==> src/rtl/syn_lb_reg_slave_if.sv <==
// syn_lb_reg_slave_if.sv: local-bus read/write bundle between a host master
// and a register slave endpoint.
interface syn_lb_reg_slave_if #(
    parameter int DATA_W = 32,
    parameter int ADDR_W = 8
);
    logic              lb_rd_en;
    logic              lb_wr_en;
    logic [ADDR_W-1:0] lb_addr;
    logic              lb_wr_valid;
    logic [DATA_W-1:0] lb_wr_data;
    logic              lb_rd_valid;
    logic [DATA_W-1:0] lb_rd_data;

    modport master (
        output lb_rd_en, lb_wr_en, lb_addr, lb_wr_valid, lb_wr_data,
        input  lb_rd_valid, lb_rd_data
    );

    modport slave (
        input  lb_rd_en, lb_wr_en, lb_addr, lb_wr_valid, lb_wr_data,
        output lb_rd_valid, lb_rd_data
    );
endinterface

==> src/rtl/syn_lb_reg_slave.sv <==
// syn_lb_reg_slave.sv: local-bus slave serving RW control and RO status registers.
// Define SYN_LB_SLAVE_ERR_EN for a sticky error register and 0xDEADBEEF unmapped reads.
module syn_lb_reg_slave #(
    parameter int                DATA_W   = 32,
    parameter int                ADDR_W   = 8,
    parameter int                NUM_CTRL = 4,
    parameter int                NUM_STAT = 4,
    parameter int                RD_LAT   = 2,
    parameter logic [DATA_W-1:0] CTRL_RST = '0
) (
    input  logic                       clk_ir,
    input  logic                       rst_il,
    syn_lb_reg_slave_if.slave          lb,
    output logic [NUM_CTRL*DATA_W-1:0] ctrl_regs_o,
    output logic [NUM_CTRL-1:0]        ctrl_wr_o,
    input  logic [NUM_STAT*DATA_W-1:0] stat_regs_i,
    output logic                       busy_o
);
    typedef enum logic [1:0] {IDLE, WAIT, RESP} state_t;

    localparam logic [2:0] CNT_INIT = 3'(RD_LAT - 1);

    state_t              state, state_n;
    logic [2:0]          cnt, cnt_n;
    logic [ADDR_W-1:0]   raddr, raddr_n;
    logic [DATA_W-1:0]   ctrl_q [NUM_CTRL];
    logic [NUM_CTRL-1:0] wr_hit;
    logic                wr_go;
    logic                valid_n;
    logic                busy_n;
    logic [DATA_W-1:0]   rsp_data;
    logic [DATA_W-1:0]   data_n;

`ifdef SYN_LB_SLAVE_ERR_EN
    localparam int                MAP_N      = NUM_CTRL + NUM_STAT + 1;
    localparam logic [ADDR_W-1:0] ERR_ADDR   = ADDR_W'(NUM_CTRL + NUM_STAT);
    localparam logic [DATA_W-1:0] UNMAP_DATA = DATA_W'(32'hDEAD_BEEF);

    logic [2:0] err, err_n;
    logic       rd_go;
    logic       rd_drop;

    function automatic logic unmapped(input logic [ADDR_W-1:0] a);
        return {1'b0, a} >= (ADDR_W+1)'(MAP_N);
    endfunction

    assign rd_go   = lb.lb_rd_en && (state == IDLE);
    assign rd_drop = lb.lb_rd_en && (state != IDLE);

    // A new event in the clearing cycle must survive the read-to-clear.
    always_comb begin
        err_n = err;
        if (state == RESP && raddr == ERR_ADDR)
            err_n = '0;
        if (wr_go && unmapped(lb.lb_addr))
            err_n[0] = 1'b1;
        if (rd_go && unmapped(lb.lb_addr))
            err_n[1] = 1'b1;
        if (rd_drop)
            err_n[2] = 1'b1;
    end

    always_ff @(posedge clk_ir or negedge rst_il) begin
        if (!rst_il)
            err <= '0;
        else
            err <= err_n;
    end
`else
    localparam logic [DATA_W-1:0] UNMAP_DATA = '0;
`endif

    assign wr_go = lb.lb_wr_en & lb.lb_wr_valid;

    always_comb begin
        wr_hit = '0;
        for (int i = 0; i < NUM_CTRL; i++)
            wr_hit[i] = wr_go && (lb.lb_addr == ADDR_W'(i));
    end

    always_comb begin
        ctrl_regs_o = '0;
        for (int i = 0; i < NUM_CTRL; i++)
            ctrl_regs_o[i*DATA_W +: DATA_W] = ctrl_q[i];
    end

    // Sampled in RESP so a write committed during the wait is visible.
    always_comb begin
        rsp_data = UNMAP_DATA;
        for (int i = 0; i < NUM_CTRL; i++)
            if (raddr == ADDR_W'(i))
                rsp_data = ctrl_q[i];
        for (int j = 0; j < NUM_STAT; j++)
            if (raddr == ADDR_W'(NUM_CTRL + j))
                rsp_data = stat_regs_i[j*DATA_W +: DATA_W];
`ifdef SYN_LB_SLAVE_ERR_EN
        if (raddr == ERR_ADDR)
            rsp_data = DATA_W'(err);
`endif
    end

    always_comb begin
        state_n = state;
        cnt_n   = cnt;
        raddr_n = raddr;
        valid_n = 1'b0;
        data_n  = lb.lb_rd_data;
        unique case (state)
            IDLE: begin
                if (lb.lb_rd_en) begin
                    raddr_n = lb.lb_addr;
                    cnt_n   = CNT_INIT;
                    state_n = (RD_LAT == 1) ? RESP : WAIT;
                end
            end
            WAIT: begin
                cnt_n = cnt - 3'd1;
                if (cnt == 3'd1)
                    state_n = RESP;
            end
            RESP: begin
                valid_n = 1'b1;
                data_n  = rsp_data;
                state_n = IDLE;
            end
            default: state_n = IDLE;
        endcase
        busy_n = (state_n != IDLE);
    end

    always_ff @(posedge clk_ir or negedge rst_il) begin
        if (!rst_il) begin
            state          <= IDLE;
            cnt            <= '0;
            raddr          <= '0;
            busy_o         <= 1'b0;
            lb.lb_rd_valid <= 1'b0;
            lb.lb_rd_data  <= '0;
            ctrl_wr_o      <= '0;
            for (int i = 0; i < NUM_CTRL; i++)
                ctrl_q[i] <= CTRL_RST;
        end else begin
            state          <= state_n;
            cnt            <= cnt_n;
            raddr          <= raddr_n;
            busy_o         <= busy_n;
            lb.lb_rd_valid <= valid_n;
            lb.lb_rd_data  <= data_n;
            ctrl_wr_o      <= wr_hit;
            for (int i = 0; i < NUM_CTRL; i++)
                if (wr_hit[i])
                    ctrl_q[i] <= lb.lb_wr_data;
        end
    end
endmodule

==> src/flat_wrapper.sv <==
// flat-port wrapper written by rule: the top's interface ports become plain ports
module syn_lb_reg_slave_flat 
#(
    parameter int                DATA_W   = 32,
    parameter int                ADDR_W   = 8,
    parameter int                NUM_CTRL = 4,
    parameter int                NUM_STAT = 4,
    parameter int                RD_LAT   = 2,
    parameter logic [DATA_W-1:0] CTRL_RST = '0
)
  (clk_ir, rst_il, ctrl_regs_o, ctrl_wr_o, stat_regs_i, busy_o, lb_lb_rd_en, lb_lb_wr_en, lb_lb_addr, lb_lb_wr_valid, lb_lb_wr_data, lb_lb_rd_valid, lb_lb_rd_data);
  syn_lb_reg_slave_if #(.DATA_W(DATA_W), .ADDR_W(ADDR_W)) lb_i ();
  input  logic clk_ir;
  input  logic rst_il;
  output logic [NUM_CTRL*DATA_W-1:0] ctrl_regs_o;
  output logic [NUM_CTRL-1:0] ctrl_wr_o;
  input  logic [NUM_STAT*DATA_W-1:0] stat_regs_i;
  output logic busy_o;
  input wire logic [$bits(lb_i.lb_rd_en)-1:0] lb_lb_rd_en;
  input wire logic [$bits(lb_i.lb_wr_en)-1:0] lb_lb_wr_en;
  input wire logic [$bits(lb_i.lb_addr)-1:0] lb_lb_addr;
  input wire logic [$bits(lb_i.lb_wr_valid)-1:0] lb_lb_wr_valid;
  input wire logic [$bits(lb_i.lb_wr_data)-1:0] lb_lb_wr_data;
  output wire logic [$bits(lb_i.lb_rd_valid)-1:0] lb_lb_rd_valid;
  output wire logic [$bits(lb_i.lb_rd_data)-1:0] lb_lb_rd_data;
  assign lb_i.lb_rd_en = lb_lb_rd_en;
  assign lb_i.lb_wr_en = lb_lb_wr_en;
  assign lb_i.lb_addr = lb_lb_addr;
  assign lb_i.lb_wr_valid = lb_lb_wr_valid;
  assign lb_i.lb_wr_data = lb_lb_wr_data;
  assign lb_lb_rd_valid = lb_i.lb_rd_valid;
  assign lb_lb_rd_data = lb_i.lb_rd_data;
  syn_lb_reg_slave #(.DATA_W(DATA_W), .ADDR_W(ADDR_W), .NUM_CTRL(NUM_CTRL), .NUM_STAT(NUM_STAT), .RD_LAT(RD_LAT), .CTRL_RST(CTRL_RST)) u_core (.clk_ir(clk_ir), .rst_il(rst_il), .lb(lb_i), .ctrl_regs_o(ctrl_regs_o), .ctrl_wr_o(ctrl_wr_o), .stat_regs_i(stat_regs_i), .busy_o(busy_o));
endmodule
==> config.mk <==
export PLATFORM = sky130hd
export DESIGN_NAME = syn_lb_reg_slave_flat
export DESIGN_NICKNAME = d
export VERILOG_FILES = /design/src/rtl/syn_lb_reg_slave_if.sv /design/src/rtl/syn_lb_reg_slave.sv /design/src/flat_wrapper.sv
export SDC_FILE = /design/constraint.sdc
export NUM_CORES = 1
export LEC_CHECK = 0
export BUFFER_PORTS_ARGS = -buffer_cell sky130_fd_sc_hd__buf_4
export CORE_AREA = 8 8 140 142
export DETAILED_ROUTE_END_ITERATION = 16
export DIE_AREA = 0 0 148 150
export GPL_TIMING_DRIVEN = 0
export PLACE_DENSITY_LB_ADDON = 0.08
export SLEW_MARGIN = 40
export SYNTH_ARGS = -nofsm -noshare
export SYNTH_HDL_FRONTEND = slang
export SYNTH_SLANG_ARGS = --single-unit
==> constraint.sdc <==
create_clock -name clk_ir -period 4.8 [get_ports clk_ir]
set_clock_uncertainty 0.05 [all_clocks]
set_input_delay 1.44 -clock clk_ir [delete_from_list [all_inputs] [get_ports clk_ir]]
set_output_delay 1.44 -clock clk_ir [all_outputs]
set_load 0.1 [all_outputs]
# Word-level counts from Yosys, hierarchy flattened

Cells that the tools add are included.

Register bits after elaboration: 179
Input bits: 173
Output and inout port bits: 166
Logic and storage cells: 52

Add/sub/neg operators: 1
Equality and inequality tests: 14
Muxes and demuxes: 14
Bitwise gates (word level): 1
Reductions and logical operators: 11

Operators with widths:

| operator                                             | count |
|---|---|
| two-way mux 32 bit                                   | 8 |
| equality test 8 x 2 -> 1 bit (second input constant) | 4 |
| equality test 8 x 3 -> 1 bit (second input constant) | 4 |
| equality test 8 x 1 -> 1 bit (second input constant) | 2 |
| zero test 8 bit                                      | 2 |
| one-hot mux 3 bit (2 select lines)                   | 1 |
| logical AND 1 bit                                    | 4 |
| two-way mux 2 bit                                    | 2 |
| one-hot mux 2 bit (2 select lines)                   | 1 |
| AND reduction 2 bit                                  | 2 |
| nonzero test 2 bit                                   | 2 |
| equality test 3 x 1 -> 1 bit (second input constant) | 1 |
| two-way mux 3 bit                                    | 1 |
| subtractor 3 x 1 -> 3 bit (second input constant)    | 1 |
| equality test 2 x 1 -> 1 bit (second input constant) | 1 |
| equality test 2 bit (second input constant)          | 1 |
| zero test 2 bit                                      | 1 |
| inequality test 2 bit (second input constant)        | 1 |
| AND 1 bit                                            | 1 |
| two-way mux 1 bit                                    | 1 |

# Longest topological paths before layout

Word-level depth: 9
Depth in mapped cells: 8
Gate-level depth less buffers: 6

# Least setup slack after synthesis

No wires, ideal clock.

Path type: input -> register
Start: in lb_lb_addr[5]
End: reg u_core.ctrl_q, in the netlist u_core.ctrl_regs_o[13]
Setup time: 0.126 ns
Arrival time: 3.181 ns
Required time: 4.624 ns
Path slack: 1.443 ns
Cell stages on the path: 5
Path buffers: 1
Cell sequence: or4_4 > nor4_4 > nor3b_4 > buf_6 > mux2_2

Longest elaborated chain between the ends: 2

RTL lines:

| element                        | line                    | text |
|---|---|---|
| start: declaration             | flat_wrapper.sv:21      | `input wire logic [$bits(lb_i.lb_addr)-1:0] lb_lb_addr;` |
| zero test 8 bit                | syn_lb_reg_slave.sv:78  | `wr_hit[i] = wr_go && (lb.lb_addr == ADDR_W'(i));` |
| logical AND 1 bit              | syn_lb_reg_slave.sv:78  |  |
| end signal: indexed assignment | syn_lb_reg_slave.sv:152 | `ctrl_q[i] <= lb.lb_wr_data;` |
| end: declaration               | syn_lb_reg_slave.sv:26  | `logic [DATA_W-1:0] ctrl_q [NUM_CTRL];` |

No other way between the ends.
A chain may end at the register's enable or synchronous reset.

# Final worst setup path

Start: in lb_lb_addr[5]
End: reg u_core.ctrl_q, in the netlist u_core.ctrl_regs_o[28]

The elaborated chain is that of the path after synthesis.

==> impl_summary.log <==
[metrics] result of the run: finished, final reports clean
[metrics] count of cells along the worst register-to-register path: 8
[metrics] DR pass1 iterations: 7
[metrics] global-route congestion overflow total: 0
[metrics] area of the mapped netlist: 9231 µm²
[metrics] sort of element at the end of the critical path: flop
[metrics] number of ports placed on the die boundary: 339
[metrics] post-synth net total: 921
[metrics] met2 Use GR: 0.5005
[metrics] combinational share of power: 0.466
[metrics] post-cts sizing count: 0
[metrics] flop2flop setup slack: 1.89 ns
[metrics] worst relative slew slack: 0.4346
[metrics] CP Max Fanout: 10
[metrics] DRT iter0 DRCs: 451
[metrics] worst setup path startpoint: lb_lb_addr[5]
[metrics] number of distinct library cell variants in the gate-level netlist after synthesis: 41
[metrics] Post-DRT Antenna Nets: 0
[metrics] final number of hold-violating endpoints: 0
[metrics] core box area: 17,530 µm²
[metrics] final net count: 1,278
[metrics] pre-CTS setup slack: 1.006 ns
[metrics] Switching Fraction: 0.4412
[metrics] static leakage: 6.530 nW
[metrics] Synth Warn #: 0
[metrics] transition time of the tightest slew-check pin: 0.8481 ns
[metrics] num rows: 49
[metrics] register area share after synthesis: 0.4852
[metrics] Critical Path Source Type: primary input
[metrics] GR Util met3: 0.1019
[metrics] Total Wirelength: 33.76 mm
[metrics] number of clock buffers inserted by TritonCTS: 17
[metrics] proportion of power drawn by flip-flops and latches: 0.293
[metrics] Buffers on Ports: 336
[metrics] most heavily used metal layer in global routing: met2
[metrics] first-pass GRT wire length: 50.45 mm
[metrics] Inserted Diodes: 0
[metrics] post-CTS setup buffers: 0
[metrics] last weighted congestion value of the routability-driven placer: 0.8642
[metrics] maximum level of the CTS H-tree: 4
[metrics] number of clock sinks: 179
[metrics] accumulated negative setup slack: 0 ns
[metrics] final number of max-transition violations: 0
[metrics] fraction of final layout cells sized beyond drive strength 1: 0.5367
[metrics] cell-internal power: 3.360 mW
[metrics] data required time at the worst endpoint: 5.06 ns
[metrics] unrepaired setup endpoints after global routing: no
[metrics] clock latency of the later-clocked register in the worst-skew pair: 0.43 ns
[metrics] post-route clock period utilization: 0.6958
[metrics] path type of the worst min-delay path: reg2reg
[metrics] number of buffers between clock root and the deepest sink: 2
[metrics] M1 GR Usage: 0.3513
[metrics] routed length per placed instance: 25.10 µm
[metrics] Crit Reg-Reg Endpoint: u_core.lb.lb_rd_data[18]$_DFFE_PN0P_
[metrics] synthesized instance count: 746
[metrics] clock network power share: 0.240
[metrics] clock tree from TritonCTS: built
[metrics] vias per cell: 5.883
[metrics] horizontal extent of the die: 148 µm
[metrics] fraction of registers with async set or reset after synthesis: 1.000
[metrics] VDD IR max: 0.2984 mV
[metrics] net switching power: 2.653 mW
[metrics] initial cell density of the core: 0.5265
[metrics] CP Class: in2reg
[metrics] post-detail-place hpwl: 25.57 mm
[metrics] Syn Area/Cell: 12.37 µm²
[metrics] post-route setup slack: 1.460 ns
[metrics] GR Util All Layers: 0.3003
[metrics] ratio of total power to cell area: 471.7 nW/µm²
[metrics] RR Startpoint: u_core.state[0]$_DFF_PN0_
[metrics] Fmax: 299.4 MHz
[metrics] post-layout minimum cycle time: 3.340 ns
[metrics] number of remaining DRC errors: 0
[metrics] number of violations of the max-capacitance limit: 0
[metrics] chip height: 150 µm
[metrics] maximum number of pins on one net before global-route repair: 70
[metrics] Worst Path Arrival: 3.60 ns
[metrics] number of enable flip-flop cells after synthesis: 0
[metrics] vias in the first global route: 8,522
[metrics] number of antenna violations at the first check in global routing: 0
[metrics] CTS Root Cell: clkbuf_16
[metrics] Layout Area Growth over Synthesis: 38.10%
[metrics] # setup viols final: 0
[metrics] dominant synthesized flop cell: dfrtp_1
[metrics] number of flip-flops and latches in the synthesized netlist: 179
[metrics] Die ar.: 22,200 µm²
[metrics] # hold bufs at CTS: 0
[metrics] via count: 7,912
[metrics] capture point of the critical path: u_core.ctrl_regs_o[28]$_DFFE_PN0P_
[metrics] clock edge transition at the registers on the reported setup and hold paths: 0.07 ns
==> cell usage in the layout (no fill, tap or decap), drive strengths merged, types with 2 or more instances in the layout <==
cell type | netlist | final
a21oi | 60 | 60
a221oi | 9 | 9
a22oi | 7 | 7
a31oi | 3 | 3
a32oi | 8 | 8
buf | 29 | 366
bufinv | 0 | 2
clkbuf | 29 | 49
clkinv | 1 | 3
dfrtp | 179 | 179
ha | 2 | 2
inv | 6 | 15
mux2 | 165 | 165
mux2i | 68 | 68
mux4 | 24 | 24
nand2 | 80 | 80
nand2b | 4 | 4
nand3 | 2 | 2
nand3b | 2 | 2
nor2 | 8 | 8
nor2b | 3 | 3
nor3 | 3 | 3
nor3b | 4 | 4
nor4 | 2 | 2
o2111ai | 19 | 19
o211ai | 2 | 2
o21ai | 13 | 13
o22ai | 3 | 3
or2 | 2 | 2
or3 | 3 | 3
==> per-layer routing <==
layer | vias up | share of wire
met5 | - | 0
met4 | 0 | 0.032
met3 | 67 | 0.10
met2 | 433 | 0.49
met1 | 3923 | 0.38
li1 | 3489 | -
==> cell usage after synthesis, types with 2 or more instances <==
master	number	area (µm²)
o211ai_1	2	15.01
nand2_1	80	300.3
mux2_2	165	1858
nor2_1	8	30.03
a221oi_1	9	78.83
buf_1	8	30.03
buf_2	18	90.09
a22oi_1	7	52.55
nor3b_1	3	22.52
nor3_1	3	15.01
a31oi_1	3	18.77
or2_2	2	12.51
dfrtp_1	179	4479
mux2i_1	68	680.7
o2111ai_1	19	166.4
a21oi_1	60	300.3
ha_1	2	25.02
a32oi_1	8	70.07
nand2b_1	4	25.02
o21ai_0	13	65.06
or3_1	3	18.77
inv_1	6	22.52
buf_6	3	33.78
nor2b_1	3	18.77
clkbuf_1	29	108.9
mux4_2	24	540.5
o22ai_1	3	18.77
==> area by class of cell <==
cell class	instances	area [µm²]
multi-input cells	502	4489
flip-flops and latches	179	4479
clock buffers	19	452.9
fillers	1339	4786
plain buffers	58	270.3
well taps	229	286.5
inverters	7	26.28
clock inverters	13	158.9
repair buffers	338	2585
==> worst min path at each step <==
stage,to,slack (ns),start,cells past startpoint
detailed placement,u_core.state[1]$_DFF_PN0_,0.39,u_core.cnt[2]$_DFFE_PN0P_,1
CTS,u_core.state[1]$_DFF_PN0_,0.40,u_core.cnt[2]$_DFFE_PN0P_,1
finish,u_core.state[1]$_DFF_PN0_,0.40,u_core.cnt[2]$_DFFE_PN0P_,1
floorplan,u_core.state[1]$_DFF_PN0_,0.37,u_core.cnt[2]$_DFFE_PN0P_,1
global route,u_core.state[1]$_DFF_PN0_,0.42,u_core.cnt[2]$_DFFE_PN0P_,1
global placement,u_core.state[1]$_DFF_PN0_,0.39,u_core.cnt[2]$_DFFE_PN0P_,1
==> logic make-up after synthesis <==
family / synth area share
compound gates: 0.08769
mux: 0.3336
buf+inv: 0.03131
fa+ha+maj: 0.002710
simple gates: 0.05950
flops: 0.4852
==> per-stage QoR <==
stage / hold slack, ns / instance area (µm²) / total power, mW / utilization / instances
final: 0.4027 / 12750 / 6.013 / 0.7271 / 1345
after detailed placement: 0.3886 / 12140 / 4.572 / 0.6921 / 1313
after global placement: 0.3899 / 12040 / 4.518 / 0.6867 / 1311
after CTS: 0.4028 / 12750 / 6.027 / 0.7270 / 1345
after floorplan: 0.3717 / 9231 / 3.706 / - / 746
after global routing: 0.4206 / 12750 / 6.235 / 0.7271 / 1345
==> state kept, by name, indices dropped and copies added (netlist names) <==
signal                 count
u_core.ctrl_regs_o       128
u_core.lb.lb_rd_data      32
u_core.raddr               8
u_core.ctrl_wr_o           4
u_core.cnt                 3
u_core.state               2
u_core.busy_o              1
u_core.lb.lb_rd_valid      1
==> power groups by stage <==
stage	combinational [mW]	sequential [mW]	clock, mW
floorplan	1.22	2.49	0
global placement	2.74	1.78	0
detailed placement	2.78	1.79	0
CTS	2.79	1.76	1.47
global route	2.93	1.78	1.53
finish	2.80	1.76	1.45
==> worst max-delay path, stage by stage <==
cell and delay (ns):
buf_4 0.11, or4_4 0.55, nor4_4 0.45, nor3b_4 0.45, buf_6 0.24, mux2_2 0.35
Power figures use the tool's default switching activity.
